File: config.mk
export PLATFORM = sky130hd
export DESIGN_NAME = hub75_scan_driver
export DESIGN_NICKNAME = d
export VERILOG_FILES = /design/src/rtl/hub75_scan_driver.sv
export SDC_FILE = /design/constraint.sdc
export NUM_CORES = 1
export LEC_CHECK = 0
export ABC_AREA = 1
export CORE_MARGIN = 4
export CORE_UTILIZATION = 40
export CTS_CLUSTER_SIZE = 30
export DETAILED_ROUTE_END_ITERATION = 8
export SLEW_MARGIN = 20
export SYNTH_ARGS = -nofsm -noshare
export SYNTH_HDL_FRONTEND = slang
export SYNTH_SLANG_ARGS = --single-unit
File: constraint.sdc
create_clock -name clk -period 2.2 [get_ports clk]
set_input_delay 0.44 -clock clk [delete_from_list [all_inputs] [get_ports clk]]
set_output_delay 0.44 -clock clk [all_outputs]
set_load 0.005 [all_outputs]
File: src/rtl/hub75_scan_driver.sv
// hub75_scan_driver: scans HUB75 row pairs (prefetch, shift, latch, display, blank) from a registered frame RAM
// Ports: clk; reset (sync, active-high); en scan enable;
//   rd_addr {row,col} / rd_data {r0,g0,b0,r1,g1,b1} frame RAM port, data valid 1 cycle after address;
//   r0,g0,b0,r1,g1,b1,sclk,lat,oe_n,row_addr registered panel outputs;
//   frame_done one-cycle pulse on the last BLANK cycle of the last row pair.
// Optional: define HUB75_BRIGHTNESS_EN to add brightness[7:0], capping the oe_n-low cycles per DISPLAY.
module hub75_scan_driver #(
    parameter  int COLS         = 64,
    parameter  int ROWS         = 32,
    parameter  int ON_CYCLES    = 256,
    parameter  int BLANK_CYCLES = 4,
    localparam int COL_W        = $clog2(COLS),
    localparam int ROW_W        = $clog2(ROWS / 2)
) (
    input  logic                   clk,
    input  logic                   reset,
    input  logic                   en,
`ifdef HUB75_BRIGHTNESS_EN
    input  logic [7:0]             brightness,
`endif
    output logic [ROW_W+COL_W-1:0] rd_addr,
    input  logic [5:0]             rd_data,
    output logic                   r0,
    output logic                   g0,
    output logic                   b0,
    output logic                   r1,
    output logic                   g1,
    output logic                   b1,
    output logic                   sclk,
    output logic                   lat,
    output logic                   oe_n,
    output logic [ROW_W-1:0]       row_addr,
    output logic                   frame_done
);
    localparam int MAX_A = 2 * COLS > ON_CYCLES ? 2 * COLS : ON_CYCLES;
    localparam int MAXL  = MAX_A > BLANK_CYCLES ? MAX_A : BLANK_CYCLES;
    localparam int CNT_W = $clog2(MAXL + 1);

    typedef enum logic [2:0] {IDLE, PREFETCH, SHIFT, LATCH, DISPLAY, BLANK} state_t;

    state_t           state, ns;
    logic [CNT_W-1:0] cnt, ncnt, lim;
    logic [ROW_W-1:0] row, nrow;
    logic             last;

`ifdef HUB75_BRIGHTNESS_EN
    logic [CNT_W-1:0] bright_q;
    // brightness is taken on DISPLAY entry and held for the rest of DISPLAY
    assign lim = state == DISPLAY ? bright_q
               : CNT_W'(int'(brightness) < ON_CYCLES ? int'(brightness) : ON_CYCLES);
`else
    assign lim = CNT_W'(ON_CYCLES);
`endif

    always_comb begin
        last = 1'b0;
        case (state)
            PREFETCH: last = cnt == CNT_W'(1);
            SHIFT:    last = cnt == CNT_W'(2 * COLS - 1);
            LATCH:    last = 1'b1;
            DISPLAY:  last = cnt == CNT_W'(ON_CYCLES - 1);
            BLANK:    last = cnt == CNT_W'(BLANK_CYCLES - 1);
            default:  last = en;
        endcase
        ns   = !last ? state
             : state == IDLE || state == BLANK ? (en ? PREFETCH : IDLE)
             : state == PREFETCH ? SHIFT
             : state == SHIFT ? LATCH
             : state == LATCH ? DISPLAY : BLANK;
        ncnt = last || state == IDLE ? '0 : cnt + 1'b1;
        nrow = state == BLANK && last ? (row == ROW_W'(ROWS / 2 - 1) ? '0 : row + 1'b1) : row;
    end

    // Outputs are registered from the next-state values so they line up with the state they belong to.
    always_ff @(posedge clk) begin
        if (reset) begin
            state      <= IDLE;
            cnt        <= '0;
            row        <= '0;
            rd_addr    <= '0;
            {r0, g0, b0, r1, g1, b1} <= '0;
            sclk       <= 1'b0;
            lat        <= 1'b0;
            oe_n       <= 1'b1;
            row_addr   <= '0;
            frame_done <= 1'b0;
`ifdef HUB75_BRIGHTNESS_EN
            bright_q   <= '0;
`endif
        end else begin
            state      <= ns;
            cnt        <= ncnt;
            row        <= nrow;
            sclk       <= ns == SHIFT && ncnt[0];
            lat        <= ns == LATCH;
            oe_n       <= !(ns == DISPLAY && ncnt < lim);
            frame_done <= ns == BLANK && ncnt == CNT_W'(BLANK_CYCLES - 1) && nrow == ROW_W'(ROWS / 2 - 1);
            if (state == LATCH)
                row_addr <= row;
            // column c is addressed two cycles ahead of its sclk-low phase; hold at the last column
            rd_addr    <= ns == PREFETCH ? {nrow, COL_W'(0)}
                        : ns == SHIFT && !ncnt[0] && rd_addr[COL_W-1:0] != '1 ? rd_addr + 1'b1
                        : rd_addr;
            if ((state == PREFETCH && cnt == CNT_W'(1)) || (state == SHIFT && cnt[0]))
                {r0, g0, b0, r1, g1, b1} <= rd_data;
`ifdef HUB75_BRIGHTNESS_EN
            bright_q   <= lim;
`endif
        end
    end
endmodule

## After elaboration in Yosys (flattened, before gate mapping)

Index checks and enable logic that the tools add are counted.

| word-level totals | value |
|---|---|
| register bits | 40 |
| input port bits | 9 |
| word-level logic and storage cells | 67 |

| cells by class | value |
|---|---|
| add/sub/neg operators | 3 |
| order comparisons | 1 |
| equal/unequal tests | 18 |
| muxes and demuxes | 12 |
| reduce and logical (&&, ||, !) cells | 17 |

Operator list:

| kind | number |
|---|---|
| 10-bit two-way mux | 2 |
| 9-bit by 2-bit equality test with 1-bit output (second input constant) | 2 |
| 3-bit by 2-bit equality test with 1-bit output (second input constant) | 4 |
| 3-bit equality test (second input constant) | 4 |
| 3-bit two-way mux | 4 |
| 10-bit by 1-bit adder with 10-bit output (second input constant) | 1 |
| 9-bit by 1-bit adder with 9-bit output (second input constant) | 1 |
| 9-bit by 1-bit equality test with 1-bit output (second input constant) | 1 |
| 9-bit by 7-bit equality test with 1-bit output (second input constant) | 1 |
| 9-bit by 8-bit equality test with 1-bit output (second input constant) | 1 |
| 1-bit logical AND | 9 |
| 9-bit less-than comparator (second input constant) | 1 |
| 9-bit two-way mux | 1 |
| 4-bit equality test (second input constant) | 2 |
| 4-bit two-way mux | 2 |
| 3-bit by 1-bit equality test with 1-bit output (second input constant) | 2 |
| 6-bit inequality test (second input constant) | 1 |
| 1-bit case mux with 5 select lines | 1 |
| 4-bit by 1-bit adder with 4-bit output (second input constant) | 1 |
| 3-bit zero test | 1 |
| 1-bit logical OR | 3 |
| 1-bit zero test | 2 |
| 1-bit two-way mux | 2 |
| 2-bit nonzero test | 1 |
| 2-bit OR reduction | 1 |

## Depth between registers and ports, before layout

| logic depth | value |
|---|---|
| word-level depth | 11 |
| gate-level depth with buffers | 18 |

## Least setup slack after synthesis

No wires, ideal clock.

| timing path | value |
|---|---|
| path type | reg2reg |
| start point | reg cnt[0] |
| end point | reg rd_addr[6] |
| arrival | 1.866 ns |
| required time | 2.085 ns |
| path slack | 0.219 ns |
| stages on the path, launching flop included | 17 |
| path buffers | 0 |
| period minus slack after synthesis | 1.981 ns |
| cell sequence | dfxtp_1 > ha_1 > inv_1 > nor2_1 > nand2_1 > nor2_1 > nand2_1 > nand2_2 > nand2_4 > nand2_2 > nand2_4 > nor2_4 > nand2_4 > nand2_4 > inv_2 > o22ai_1 > inv_1 |

| on the way | value |
|---|---|
| word-level cells in the longest chain between the ends | 8 |
| elaborated cells between the ends (all ways) | 18 |

RTL lines:

| what | line | RTL |
|---|---|---|
| start, declared | 42 | `logic [CNT_W-1:0] cnt, ncnt, lim;` |
| start signal, assigned | 92 | `cnt <= ncnt;` |
| branches (longest 8 deep; another with 9-bit by 1-bit adder with 9-bit output) | n/a |  |
| end signal, assigned | 101 | `rd_addr <= ns == PREFETCH ? {nrow, COL_W'(0)}` |
| end, declared | 21 | `output logic [ROW_W+COL_W-1:0] rd_addr,` |

Several ways; the timed one is not identified.
A chain may end at the register's enable or synchronous reset.

## Final worst setup path

| timing path | value |
|---|---|
| start point | reg state[2] |
| end point | reg rd_addr[8] |

| on the way | value |
|---|---|
| word-level cells in the longest chain between the ends | 10 |
| elaborated cells between the ends (all ways) | 24 |

RTL lines:

| what | line | RTL |
|---|---|---|
| start, declared | 41 | `state_t state, ns;` |
| start signal, assigned | 91 | `state <= ns;` |
| 3-bit by 2-bit equality test with 1-bit output | 57, 69 |  |
| 1-bit two-way mux | 69 | `: state == LATCH ? DISPLAY : BLANK;` |
| 3-bit two-way mux | 68 | `: state == SHIFT ? LATCH` |
| 3-bit two-way mux | 67 | `: state == PREFETCH ? SHIFT` |
| 3-bit two-way mux | 66 | `: state == IDLE \|\| state == BLANK ? (en ? PREFETCH : IDLE)` |
| 3-bit two-way mux | 65 | `ns = !last ? state` |
| 3-bit by 2-bit equality test with 1-bit output | 102 | `: ns == SHIFT && !ncnt[0] && rd_addr[COL_W-1:0] != '1 ? rd_addr + 1'b1` |
| 1-bit logical AND (2 in series) | 102 |  |
| 2-bit nonzero test (no source line) | n/a |  |

Parallel ways exist; a longest one is shown, timed or not.

==> out/qor.csv <==
stage,metric,value,unit
die,Starting Density,41.6,%
worst_setup_path,"Slowest-stage cell, CP",dfxtp_1,
logic_synthesis,post-synthesis register bit count,40,
clock_tree,htree depth,2,
finish,design area,2760,um2
power_and_ir_drop,P_leak,1.11,nW
worst_setup_path,Buf/Inv on CP,2,
worst_setup_path,CP Depth,16,
sta,slew margin rel.,80.7,%
route,via total after detailed routing,1979,
global_routing,initial antenna violation count,0,
logic_synthesis,largest family of logic cells by synthesized area,simple AND/OR/NAND/NOR gates,
global_routing,largest net degree at the start of global routing,14,
worst_setup_path,Worst EP required,2.40,ns
finish,utilization after layout,53.7,%
global_routing,grt total ovfl,0,
worst_setup_path,critical path's most frequent cell,nand2_4,
finish,Area Growth Syn to Fin,29.2,%
clock_tree,"CTS clk-pin slew, worst paths",0.08,ns
route,initial DRC count,122,
logic_synthesis,Simple-Gate Fraction of Synth Area,37.7,%
die,Core Box Area,5140,um2
finish,"leading cell type in the layout, fill and taps excluded",nor2_1,
worst_setup_path,Worst setup SP type,flip-flop,
placement,IO buf count,32,
die,num rows,26,
worst_setup_path,Critical Path End,rd_addr[8],
die,I/O Pins,33,
sta,Fmax achieved,0.501,GHz
power_and_ir_drop,Peak VDD IR,0.467,mV
worst_setup_path,max incr delay on CP,0.38,ns
worst_setup_path,crit path from,state[2],
sta,period utilization,90.8,%
clock_tree,clock buffer depth,2,
worst_setup_path,"CP delay by family, top",simple AND/OR/NAND/NOR gates,
placement,Final HPWL DP,3660,um
run_status,status,completed,
clock_tree,"Clk Latency, worst-skew pair",0.30,ns
global_routing,Total Routing Usage GR,15.9,%
logic_synthesis,Synth Area in Compound Gates,9.66,%
finish,layout cell share with drive strength beyond 1,16.5,%
logic_synthesis,multiplexer share of the synthesized area,0,%
sta,"Hold Vio Cnt, Final",0,
clock_tree,CTS tree,yes,
die,Die ar.,6580,um2
global_routing,vias in the first global route,1816,
sta,Worst Max-Slew Pin Slew,0.287,ns
worst_setup_path,Worst R2R Start,state[2],
worst_setup_path,R2R Path End,rd_addr[8],
logic_synthesis,Synth Area per Inst,7.10,um2
route,Via density,4.70,
worst_setup_path,R2R setup slack,0.20,ns
logic_synthesis,Post-Synthesis Cells,301,
global_routing,first-pass GRT wire length,8090,um
finish,# fillers,537,
power_and_ir_drop,Power Density,1050,nW/um2
logic_synthesis,synthesized-area fraction occupied by adder cells,2.34,%
sta,min cycle time layout,2.00,ns
logic_synthesis,XOR/XNOR Fraction of Synth Area,4.10,%
logic_synthesis,post-synthesis cell area,2140,um2
sta,Final Max Tran Viols,0,
finish,"commonest cells after routing, fill and taps aside","nor2_1, nand2_1, inv_1, dfxtp_1, clkdlybuf4s50_1",
worst_setup_path,critical-path maximum fanout,7,
die,Die H,81.1,um
sta,Setup Skew,0.00684,ns
worst_setup_path,WP data arrival,2.20,ns
logic_synthesis,warnings from Yosys,0,
route,average wire per standard cell,11.2,um
placement,routability congestion estimate,0.824,
route,WL final,4720,um
clock_tree,root cell of the clock tree,clkbuf_8,
finish,number of diodes,0,
route,post-route ant nets,0,
route,DRC viols,0,
die,die width,81.1,um
worst_setup_path,Worst setup EP type,flip-flop,
worst_setup_path,Setup Crit Path Kind,reg -> reg,
placement,Placed Area,2620,um2
logic_synthesis,Synth cell types,32,
route,drt first pass iters,4,
min_path,worst min-delay path category,reg -> reg,
worst_setup_path,Reg2Reg Depth,16,
clock_tree,Num Clock Sinks,40,
finish,# nets final,363,
power_and_ir_drop,Pwr Total,2.91,mW
flow_run,Max-Cap Viols,0,
logic_synthesis,"Seq/Total Area, Yosys",37.5,%
worst_setup_path,worst-path cell chain,inv_2 -> nand2_1 -> nand3_1 -> nand2_1 -> nor2_2 -> nand2_2 -> nand2_4 -> nand2_2 -> nand2_4 -> nand2_4 -> nor2_4 -> nand2_4 -> nand2_2 -> inv_1 -> nor2_1 -> nor2_1,
clock_tree,Num CTS Buffers,5,
logic_synthesis,Synthesized Nets,314,
sta,Final Setup Violations,0,
[cells in the mapped netlist]
master | instances | share of area, %
o22ai_1 | 1 | 0.29
nor2_4 | 3 | 1.6
o21ai_0 | 22 | 5.2
ha_1 | 4 | 2.3
a31oi_1 | 1 | 0.29
a21oi_1 | 10 | 2.3
nand3_2 | 3 | 1.4
nand2_1 | 44 | 7.7
or2_1 | 1 | 0.29
xnor2_1 | 6 | 2.5
nor2_1 | 53 | 9.3
nand4_1 | 7 | 2.0
nor3_1 | 7 | 1.6
inv_1 | 41 | 7.2
a21oi_2 | 1 | 0.41
nand3b_1 | 1 | 0.35
dfxtp_1 | 40 | 37
and3_1 | 1 | 0.29
o21ai_4 | 1 | 0.76
nor2_2 | 3 | 0.88
nand2_2 | 5 | 1.5
nand2_4 | 9 | 4.7
nand3_1 | 21 | 4.9
clkbuf_1 | 2 | 0.35
clkinv_2 | 1 | 0.23
nor4_1 | 1 | 0.29
o21ai_2 | 1 | 0.41
buf_2 | 1 | 0.23
or2_2 | 1 | 0.29
inv_2 | 4 | 0.70
xor2_1 | 4 | 1.6
nor3_2 | 1 | 0.47
[logic make-up (layout without fill, tap and decap cells)]
kind of cell / Yosys count / in the layout
AOI/OAI and AO/OA: 37 / 37
and+or+nand+nor: 161 / 161
buffers and inverters: 49 / 99
adders and majority gates: 4 / 4
DFF: 40 / 40
xor gates and xnor gates: 10 / 10
[worst min path at each step]
| stage | start | to | slack (ns) | cells after the start |
|---|---|---|---|---|
| finish | rd_addr[1] | rd_addr[1] | 0.50 | 2 |
| global route | rd_addr[1] | rd_addr[1] | 0.53 | 2 |
| CTS | rd_addr[3] | rd_addr[3] | 0.51 | 2 |
| detailed placement | rd_addr[3] | rd_addr[3] | 0.49 | 2 |
| global placement | rd_addr[3] | rd_addr[3] | 0.49 | 2 |
| floorplan | row[1] | row_addr[1] | 0.46 | 2 |
[stage by stage]
stage	setup TNS, ns	worst slack (ns)	hold WS [ns]	cells
2_1_floorplan	0	0.219	0.456	301
3_3_place_gp	0	0.0586	0.488	412
3_5_place_dp	0	0.0238	0.495	412
4_1_cts	0	0.125	0.509	420
5_1_grt	-0.00225	-0.00225	0.534	421
6_report	0	0.203	0.504	421
[worst register-to-register path, cell delays in order (launching register included)]
cell     delay (ns)
dfxtp_1        0.38
inv_2          0.16
nand2_1        0.11
nand3_1        0.10
nand2_1        0.06
nor2_2         0.12
nand2_2        0.10
nand2_4        0.13
nand2_2        0.08
nand2_4        0.12
nand2_4        0.07
nor2_4         0.12
nand2_4        0.10
nand2_2        0.07
inv_1          0.04
nor2_1         0.09
nor2_1         0.05
[power by group]
| part | switching, mW | internal, mW |
|---|---|---|
| clock | 0.271 | 0.371 |
| combinational | 0.846 | 0.522 |
| sequential | 0.0872 | 0.811 |
[layer usage]
metal,global-route usage [%],wire (um),vias up
met5,0,0,-
met4,4.05,52,0
met3,4.88,232,5
met2,25.7,2040,35
met1,20.5,2390,878
li1,-,-,1061
[cell type report]
cell class	count	area [um2]	area share, %
flip-flops and latches	40	806	29.2
well taps	70	87.6	3.17
clock buffers	6	82.6	2.99
inverters	46	174	6.30
multi-input cells	212	1150	41.8
repair buffers	45	418	15.1
clock inverters	2	38.8	1.40
[state kept, by name (all words and copies together), names as in the netlist]
register and flops:
b0 1, b1 1, cnt 9, frame_done 1, g0 1, g1 1, lat 1, oe_n 1
r0 1, r1 1, rd_addr 10, row 4, row_addr 4, sclk 1, state 3
[what timing repair did]
item / CTS / global route
setup endpoints to repair: 0 / 10
gates resized for setup: 0 / 6
hold buffers: 0 / 0
buffers inserted: 0 / 1
Power figures use the tool's default switching activity.
